--- config.mk ---
export PLATFORM = sky130hd
export DESIGN_NAME = sqrt_unit
export DESIGN_NICKNAME = d
export VERILOG_FILES = /design/src/rtl/sqrt_unit.sv
export SDC_FILE = /design/constraint.sdc
export NUM_CORES = 1
export LEC_CHECK = 0
export ABC_AREA = 0
export BUFFER_PORTS_ARGS = -buffer_cell sky130_fd_sc_hd__buf_2
export CORE_ASPECT_RATIO = 0.8
export CORE_MARGIN = 2
export CORE_UTILIZATION = 58
export CTS_CLUSTER_SIZE = 25
export DETAILED_ROUTE_END_ITERATION = 8
export GPL_ROUTABILITY_DRIVEN = 0
export PLACE_DENSITY = 0.79
export SLEW_MARGIN = 20
export SYNTH_ARGS = -nofsm -noshare
export SYNTH_HDL_FRONTEND = slang
export SYNTH_SLANG_ARGS = --single-unit
--- constraint.sdc ---
create_clock -name clk -period 3.5 [get_ports clk]
set_clock_uncertainty 0.05 [all_clocks]
set_input_delay 0.7 -clock clk [delete_from_list [all_inputs] [get_ports clk]]
set_output_delay 0.7 -clock clk [all_outputs]
set_load 0.1 [all_outputs]
--- src/rtl/sqrt_unit.sv ---
// Iterative restoring integer square root, one root bit per clock (IDLE, LOAD, 16x ITER, DONE).
// Optional macro SQRT_ROUND_EN selects round-to-nearest (saturating) instead of the floor root.
module sqrt_unit #(
  parameter int DIN_W  = 32,
  parameter int DOUT_W = DIN_W / 2
) (
  input  logic              clk,
  input  logic              reset,
  input  logic              enable,
  input  logic [DIN_W-1:0]  din,
  output logic [DOUT_W-1:0] dout,
  output logic [3:0]        cstate,
  output logic              valid
);

  localparam int REM_W = DIN_W / 2 + 2;
  localparam int CNT_W = $clog2(DOUT_W + 1);

  typedef enum logic [3:0] {
    IDLE = 4'd0,
    LOAD = 4'd1,
    ITER = 4'd2,
    DONE = 4'd3
  } state_t;

  state_t              state, state_nxt;
  logic [DIN_W-1:0]    rad;
  logic [REM_W-1:0]    rem;
  logic [DOUT_W-1:0]   root;
  logic [CNT_W-1:0]    cnt;

  logic [REM_W+1:0]    rem_sh;
  logic [REM_W+1:0]    trial;
  logic                ge;
  logic [REM_W-1:0]    rem_it;
  logic [DOUT_W-1:0]   root_it;
  logic [DOUT_W-1:0]   dout_nxt;

  // The shifted remainder is two bits wider than rem; after subtraction it fits rem again.
  assign rem_sh  = {rem, rad[DIN_W-1 -: 2]};
  assign trial   = {{(REM_W - DOUT_W){1'b0}}, root, 2'b01};
  assign ge      = (rem_sh >= trial);
  assign rem_it  = ge ? REM_W'(rem_sh - trial) : REM_W'(rem_sh);
  assign root_it = {root[DOUT_W-2:0], ge};

`ifdef SQRT_ROUND_EN
  // x - r^2 > r  <=>  sqrt(x) >= r + 0.5
  always_comb begin
    dout_nxt = root_it;
    if ((rem_it > REM_W'(root_it)) && !(&root_it))
      dout_nxt = root_it + 1'b1;
  end
`else
  assign dout_nxt = root_it;
`endif

  always_comb begin
    state_nxt = state;
    case (state)
      IDLE:    state_nxt = LOAD;
      LOAD:    state_nxt = ITER;
      ITER:    state_nxt = (cnt == '0) ? DONE : ITER;
      DONE:    state_nxt = IDLE;
      default: state_nxt = IDLE;
    endcase
  end

  always_ff @(posedge clk or posedge reset) begin
    if (reset) begin
      state <= IDLE;
    end else if (enable) begin
      state <= state_nxt;
    end
  end

  always_ff @(posedge clk or posedge reset) begin
    if (reset) begin
      rad  <= '0;
      rem  <= '0;
      root <= '0;
      cnt  <= '0;
      dout <= '0;
    end else if (enable) begin
      case (state)
        IDLE: rad <= din;
        LOAD: begin
          rem  <= '0;
          root <= '0;
          cnt  <= CNT_W'(DOUT_W - 1);
        end
        ITER: begin
          rad  <= rad << 2;
          rem  <= rem_it;
          root <= root_it;
          // dout is loaded as DONE is entered so it is valid alongside the DONE state.
          if (cnt == '0) dout <= dout_nxt;
          else           cnt  <= cnt - 1'b1;
        end
        default: ;
      endcase
    end
  end

  assign cstate = state;
  assign valid  = (state == DONE);

endmodule

* Yosys cells after proc, flatten, opt, wreduce, memory -nomap -nowiden
Index checks and enable logic that the tools add are counted.
** Operators by class
- Add/sub/neg operators :: 2
- Order comparisons :: 1
- Equal/unequal tests :: 4
- Multiplexer cells :: 8
- Reduce and logical (&&, ||, !) cells :: 8
** Operators by type and width (count)
- $pmux 32 s2 :: 1
- $pmux 18 s2 :: 1
- $pmux 16 s2 :: 1
- $ge 20x18->1 :: 1
- $mux 18 :: 1
- $sub 18x18->18 :: 1
- $pmux 5 s2 :: 1
- $eq 4x2->1 const B :: 2
- $pmux 2 s3 :: 1
- $reduce_and 3->1 :: 2
- $logic_not 5->1 :: 1
- $mux 5 :: 1
- $sub 5x1->5 const B :: 1
- $eq 4x1->1 const B :: 1
- $logic_not 4->1 :: 1
- $reduce_and 2->1 :: 2
- $reduce_bool 2->1 :: 2
- $ne 2x2->1 const B :: 1
- $mux 1 :: 1
** Storage, ports and cells
- Register bits after elaboration :: 91
- Bits of input ports :: 35
- Output and inout bits :: 21
- Logic and storage cells :: 29

* Depth between registers and ports, before layout
Gate-level depths: netlist (run 1).
- Depth after elaboration :: 3
- Depth in mapped cells :: 11
- Depth with buffers taken out :: 9

* Least setup slack after synthesis (run 1)
No wires, ideal clock.
- Path type :: reg-to-output
- From :: reg state[1] (netlist: cstate[1])
- To :: out valid
- Data arrival time :: 1.890 ns
- Data required time :: 2.750 ns
- Setup slack :: 0.860 ns
- Stages on the path, launching flop included :: 2
- Buffers on the path :: 0
- Path through :: dfrtp_1 ha_1
** On the way
- Word-level cells in the longest chain between the ends :: 1
** RTL lines
- start, declared :: line 26 : state_t state, state_nxt;
- start signal, assigned :: line 72 : state <= state_nxt;
- $eq 4x2->1 :: line 105 : assign valid = (state == DONE);
- end, declared :: line 13 : output logic valid
Every way passes these cells.

* Worst setup path after layout (run 1)
- From :: reg root[2]
- To :: reg rem[17]
** On the way
- Word-level cells in the longest chain between the ends :: 3
- Elaborated cells on any way between the ends :: 4
- Those cells by class :: 1 x add/sub; 1 x order compare; 2 x mux
** RTL lines
- start, declared :: line 29 : logic [DOUT_W-1:0] root;
- start signal, assigned :: line 94 : root <= root_it;
- $sub 18x18->18 or $ge 20x18->1 (tied branches) :: line 43, 42
- $mux 18 (*) :: line 43 : assign rem_it = ge ? REM_W'(rem_sh - trial) : REM_W'(rem_sh);
- $pmux 18 s2 (*) :: line 84 : case (state)
- end signal, assigned :: line 93 : rem <= rem_it;
- end, declared :: line 28 : logic [REM_W-1:0] rem;
Mark *: on every way between the ends. The rest lies on a longest branch, timed or not.
A chain may end at the register's enable or synchronous reset.

==> flow_summary.json, run 1 <==
{
  "outcome": "completed",
  "gr-total-overflow": 0,
  "wl_um": 10400,
  "slew_violations": 0,
  "synth_xor_area_share_pct": 2.60,
  "critical_path_class": "reg2reg",
  "final-setup-viol-count": 0,
  "yosys.area_share.simple_pct": 13.7,
  "ios": 56,
  "ctsResizeCount": 0,
  "grt_pass1_wl_um": 17800,
  "vias": 3836,
  "route.met3.wl_um": 566,
  "wl_met1_um": 4690,
  "cts_buffers": 9,
  "path_clk_slew_ns": 0.10,
  "post_cts_buffers": 0,
  "ys_warn_count": 0,
  "whs_ns": 0.403,
  "cts_tree": "done",
  "crit_top_cell": "o31ai_2",
  "cpPeakStageDelay_ns": 0.37,
  "routed.top_layer": "met4",
  "final_area_um2": 5280,
  "synth-seq-cells": 89,
  "clock_sinks": 89,
  "grt_usage_pct": 25.0,
  "synthCells": 515,
  "ys_seq_area_share_pct": 47.2,
  "io_buffers": 53,
  "post-dp-hpwl_um": 7400,
  "hold_class": "in2async",
  "synth_top_flop_cell": "dfrtp_1",
  "synth.avg_cell_area_um2": 9.16,
  "drt.antenna.violating_nets": 0,
  "synth-compound-area-share_pct": 17.2,
  "nNetsFinal": 615,
  "synth.mux.area_fraction_pct": 8.75,
  "power_density_nw_per_um2": 1050,
  "drv_cap": 0,
  "worstPathCellList": "inv_1, ha_1, nand2_1, o31ai_2, o31ai_2, o31a_1, or3_1, o32a_1, o221ai_1",
  "grt_max_degree": 48,
  "fin_tns_setup_ns": 0,
  "layout-drive-gt1-share_pct": 15.3,
  "grt_setup_unrepaired": "false",
  "maxSlewHeadroom_pct": 37.5,
  "die-area_um2": 8880,
  "crit_path_top_delay_cell": "o31ai_2",
  "core_area_um2": 7910,
  "worstMarginPinSlew_ns": 0.936,
  "wl_met2_um": 4980,
  "synth_cell_types": 42,
  "synth_edf_count": 0,
  "crit_family": "compound AO/OA/AOI/OAI gates",
  "cellLeakagePower_nw": 2.53,
  "reg2reg_depth": 9,
  "drt_pass1_iterations": 5,
  "drt_iter0_markers": 283,
  "hold_viol": 0,
  "place_area_um2": 5090,
  "start_kind": "flop",
  "start_util_pct": 59.6,
  "critPathArrivalTime_ns": 2.96,
  "cts_hold_buf": 0,
  "final_common_cell": "dfrtp_1",
  "grt_pass1_vias": 3820,
  "timing.rr.start": "root[2]",
  "synth-adder-area-share_pct": 5.83,
  "fp.dieH_um": 84.7,
  "wl_per_cell_um": 15.5,
  "avgViaCountPerCell": 5.72,
  "reg2reg_setup_slack_ns": 0.78,
  "worstPathRequired_ns": 3.74,
  "worst_setup_path_end_kind": "flop",
  "drc": 0,
  "clk_latency_ns": 0.38,
  "ir_drop_v": 0.000515,
  "period_share_pct": 77.8,
  "worstPathMaxFanout": 4,
  "fin_crit_ns": 2.72,
  "cp.buffers_inverters": 1,
  "cts_buffer_depth": 2,
  "finalPower_mw": 5.56,
  "antenna_found_initial": 0,
  "synth_top_family_by_area": "compound AO/OA/AOI/OAI gates",
  "synth_async_sr_flop_share_pct": 100,
  "die_width_um": 105,
  "area_growth_pct": 11.8,
  "reg2reg_to": "rem[17]",
  "netlist_area_um2": 4720,
  "antenna_cells": 0,
  "placementRows": 29,
  "max_freq_ghz": 0.367,
  "cts_max_level": 3,
  "layout_common_cells": "89 x dfrtp_1, 86 x o21ai_0, 85 x nand2_1, 53 x buf_2, 39 x mux2i_1",
  "cts_root_buffer": "clkbuf_8"
}
## synthesized netlist by cell type, drive strengths merged, types with 6 or more instances
library cell / number / area share (%)
a21oi: 22 / 2.3
nand2b: 6 / 0.80
nand3: 22 / 2.3
xnor2: 8 / 1.5
inv: 26 / 2.1
o21ai: 87 / 9.2
nand2: 85 / 6.8
dfrtp: 89 / 47
buf: 6 / 0.66
nor2: 22 / 1.8
xor2: 6 / 1.1
clkbuf: 24 / 1.9
mux2i: 39 / 8.3
ha: 22 / 5.8
## metal layers
metal | global-route usage, % | vias up
met4 | 7.03 | 0
li1 | - | 1863
met2 | 41.3 | 97
met1 | 33.5 | 1860
met5 | 0 | -
met3 | 5.67 | 16
## final cells by class
cell class,count,area [um2]
Fill cell,668,2630
Multi-Input combinational cell,371,2290
Sequential cell,89,2230
Timing Repair Buffer,61,338
Tap cell,108,135
Clock buffer,9,124
Inverter,26,98.8
Clock inverter,7,60.1
## power breakdown
group | internal [mW] | leakage [nW] | switching, mW | total (mW)
combinational | 1.24 | 1.28 | 2.08 | 3.32
sequential | 1.35 | 1.16 | 0.219 | 1.56
clock | 0.272 | 0.0901 | 0.409 | 0.680
total | 2.85 | 2.53 | 2.71 | 5.56
## state kept, by name (all words and copies together) (netlist names)
signal and cells:
cnt 5, cstate 2, dout 16, rad 32, rem 18, root 16
## worst max-delay path by stage
stage | to | cells past startpoint | start | slack, ns
detailed placement | rem[17] | 8 | rem[1] | 0.81
CTS | rem[17] | 9 | root[2] | 0.79
global placement | rem[17] | 8 | rem[1] | 0.93
global route | rem[17] | 9 | root[2] | 0.62
finish | rem[17] | 9 | root[2] | 0.78
floorplan | cnt[0] | 1 | reset | 0.44
## worst register-to-register path, delay by kind of cell, from the launching register on
kind | cells | cell delay [ns]
compound gates | 5 | 1.34
simple gates | 2 | 0.47
flops | 1 | 0.36
fa+ha+maj | 1 | 0.35
buf+inv | 1 | 0.08
## kinds of logic (layout without fill, tap and decap cells)
family / after synthesis / after routing
AND/OR/NAND/NOR: 151 / 151
AO/OA/AOI/OAI: 141 / 141
flip-flops: 89 / 89
buffers and inverters: 56 / 103
multiplexers: 41 / 41
adder cells (fa/ha/maj): 22 / 22
XOR/XNOR: 14 / 14
other: 1 / 2
## per-stage QoR
step	std cells	worst slack [ns]	utilization [%]
finish	671	0.777	66.7
global route	671	0.615	66.7
CTS	671	0.789	66.7
detailed placement	655	0.809	64.4
global placement	655	0.933	64.4
floorplan	516	0.443	-
No activity file was read; power rests on OpenSTA's default activity.
==> run 2, diff against run 1 <==
--- a/config.mk
+++ b/config.mk
@@ -9,11 +9,11 @@
 export BUFFER_PORTS_ARGS = -buffer_cell sky130_fd_sc_hd__buf_2
 export CORE_ASPECT_RATIO = 0.8
 export CORE_MARGIN = 2
-export CORE_UTILIZATION = 58
+export CORE_UTILIZATION = 53
 export CTS_CLUSTER_SIZE = 25
 export DETAILED_ROUTE_END_ITERATION = 8
 export GPL_ROUTABILITY_DRIVEN = 0
-export PLACE_DENSITY = 0.79
+export PLACE_DENSITY = 0.76
 export SLEW_MARGIN = 20
 export SYNTH_ARGS = -nofsm -noshare
 export SYNTH_HDL_FRONTEND = slang
==> constraint.sdc (replaced) <==
create_clock -name clk -period 2.42 [get_ports clk]
set_clock_uncertainty 0.05 [all_clocks]
set_input_delay 0.484 -clock clk [delete_from_list [all_inputs] [get_ports clk]]
set_output_delay 0.484 -clock clk [all_outputs]
set_load 0.1 [all_outputs]
==> run 2 against run 1 <==
  * Critical path depth up 1
  * Non-clock buffer count rose by 29
  * Critical endpoint is now rem[1]
  * Maximum frequency is 15% higher
  * Highest routed layer unchanged
  * Sequential share of layout area decreased by 2.8 points
  * Via count increased by 2.4%
  * Cell area is 7.1% higher
==> flow_summary.json, run 2 (synthesis results as in run 1) <==
{
  "regMostFlops": "rad",
  "pwr-share-seq_pct": 24.8,
  "cts_buffers": 9,
  "multiInputGateArea_um2": 2430,
  "period_share_pct": 97.9,
  "fp.dieH_um": 88.4,
  "cts_max_level": 3,
  "largest_reg_flops": 32,
  "fin_util_pct": 66.0,
  "cts_buffer_depth": 2,
  "hold_viol": 0,
  "ir_drop_v": 0.000872,
  "drt_iter0_markers": 223,
  "crit_path_top_delay_cell": "dfrtp_1",
  "vias": 3928,
  "gr-total-overflow": 0,
  "dp_slack_ns": -0.166,
  "grt_pass1_wl_um": 17800,
  "worstPathRequired_ns": 2.62,
  "die-area_um2": 9680,
  "maxSlewHeadroom_pct": 58.8,
  "cts_root_buffer": "clkbuf_8",
  "avgViaCountPerCell": 5.58,
  "io_buffers": 53,
  "crit_family": "compound AO/OA/AOI/OAI gates",
  "power_frac_clock_pct": 11.2,
  "antenna_cells": 0,
  "worstPathCellList": "inv_1, ha_1, a21oi_1, o221ai_1, nor3_2, a21oi_2, buf_4, buf_4, o21ai_0, o21ai_0",
  "grt_usage_pct": 23.6,
  "final_common_cell": "dfrtp_1",
  "swShare_pct": 45.7,
  "grt_setup_unrepaired": "true",
  "p_int_mw": 5.00,
  "area_growth_pct": 19.8,
  "top_regs": "rad x32, rem x18",
  "slew_violations": 0,
  "antenna_found_initial": 0,
  "post-dp-hpwl_um": 7750,
  "placementRows": 30,
  "max_freq_ghz": 0.422,
  "power_density_nw_per_um2": 1630,
  "cts_hold_buf": 0,
  "hold_class": "in2async",
  "drt.antenna.violating_nets": 0,
  "die_width_um": 109,
  "cts_tree": "done",
  "wl_um": 10700,
  "worstPathMaxFanout": 6,
  "seqCellArea_um2": 2230,
  "worst_slack_ns": 0.0517,
  "drt_pass1_iterations": 4,
  "power.switching_mw": 4.20,
  "cp.buffers_inverters": 3,
  "fin_crit_ns": 2.37,
  "worstMarginPinSlew_ns": 0.617,
  "grt_max_degree": 65,
  "layout_common_cells": "87 x dfrtp_1, 84 x nand2_1, 84 x o21ai_0, 53 x buf_2, 39 x mux2i_1",
  "outcome": "completed",
  "grt_pass1_vias": 3812,
  "start_kind": "flop",
  "layout-drive-gt1-share_pct": 23.3,
  "clk_latency_ns": 0.37,
  "final-setup-viol-count": 0,
  "worst-path-stages": 10,
  "wl_per_cell_um": 15.2,
  "drc": 0,
  "critical_path_class": "reg2reg",
  "ios": 56,
  "cellLeakagePower_nw": 2.67,
  "clock_sinks": 89,
  "reg2reg_depth": 10,
  "critPathArrivalTime_ns": 2.57,
  "cpPeakStageDelay_ns": 0.38,
  "worst_setup_path_end_kind": "flop",
  "core_area_um2": 8560,
  "path_clk_slew_ns": 0.09,
  "drv_cap": 0,
  "comb_power_share_pct": 64.0,
  "start_util_pct": 55.1,
  "nNetsFinal": 644,
  "fillers": 722
}
run 2: cell count changes in the layout (fill, tap and decap cells not counted), sizes merged:
| cell | previous run | this run |
|---|---|---|
| buf | 61 | 90 |
| clkinvlp | 2 | 4 |
| bufinv | 0 | 1 |
| clkbuf | 9 | 12 |
| inv | 29 | 25 |
| clkinv | 2 | 0 |
run 2: final timing paths:
kind	start	to	slack [ns]
worst max-delay path	root[5]	rem[1]	0.05
worst min-delay path	reset	rad[1]	0.22
worst max register to register	root[5]	rem[1]	0.05
worst min register to register	dout[9]	dout[9]	0.43
max in group asynchronous	reset	cstate[1]	1.61
min in group clk	din[1]	rad[1]	0.31
run 2: metrics by stage:
stage / setup TNS [ns] / power (mW) / area [um2] / instances / hold WS [ns]
6_report: 0 / 9.20 / 5650 / 704 / 0.216
5_1_grt: -0.322 / 9.87 / 5650 / 704 / 0.265
4_1_cts: 0 / 8.78 / 5520 / 697 / 0.220
3_5_place_dp: -0.230 / 7.58 / 5270 / 679 / 0.416
3_3_place_gp: 0 / 7.36 / 5270 / 679 / 0.409
2_1_floorplan: 0 / 6.09 / 4750 / 516 / 0.400
run 2: routing by layer:
| metal | share of wire [%] | GRT usage (%) | vias to the layer above |
|---|---|---|---|
| met2 | 47 | 38.1 | 85 |
| li1 | - | - | 1924 |
| met1 | 46 | 31.9 | 1903 |
| met3 | 5.6 | 5.52 | 16 |
| met5 | 0 | 0 | - |
| met4 | 1.6 | 6.90 | 0 |
run 2: cell type report:
cell class / instances / share of cell area [%]
clock buffers: 12 / 2.57
clock inverters: 4 / 0.930
inverters: 26 / 1.79
multi-input cells: 371 / 42.9
flip-flops and latches: 89 / 39.5
well taps: 112 / 2.48
repair buffers: 90 / 9.83
run 2: what timing repair did:
| action | CTS | global route |
|---|---|---|
| pin swaps | 3 | 5 |
| gates resized for setup | 6 | 22 |
| setup buffers | 2 | 7 |
| endpoints found under the setup margin | 2 | 17 |
| endpoints found under the hold margin | 0 | 0 |
run 2: worst register-to-register path: cells and delay by family (launching register included):
kind	cells	cell delay, ns
compound gates	5	0.90
flops	1	0.38
simple gates	1	0.19
buf+inv	3	0.43
fa+ha+maj	1	0.30
run 2: power by group through the flow:
stage	sequential, mW	combinational (mW)	clock [mW]
2_1_floorplan	2.63	3.46	0
3_3_place_gp	2.26	5.11	0
3_5_place_dp	2.29	5.29	0
4_1_cts	2.27	5.45	1.06
5_1_grt	2.33	6.42	1.12
6_report	2.28	5.89	1.03
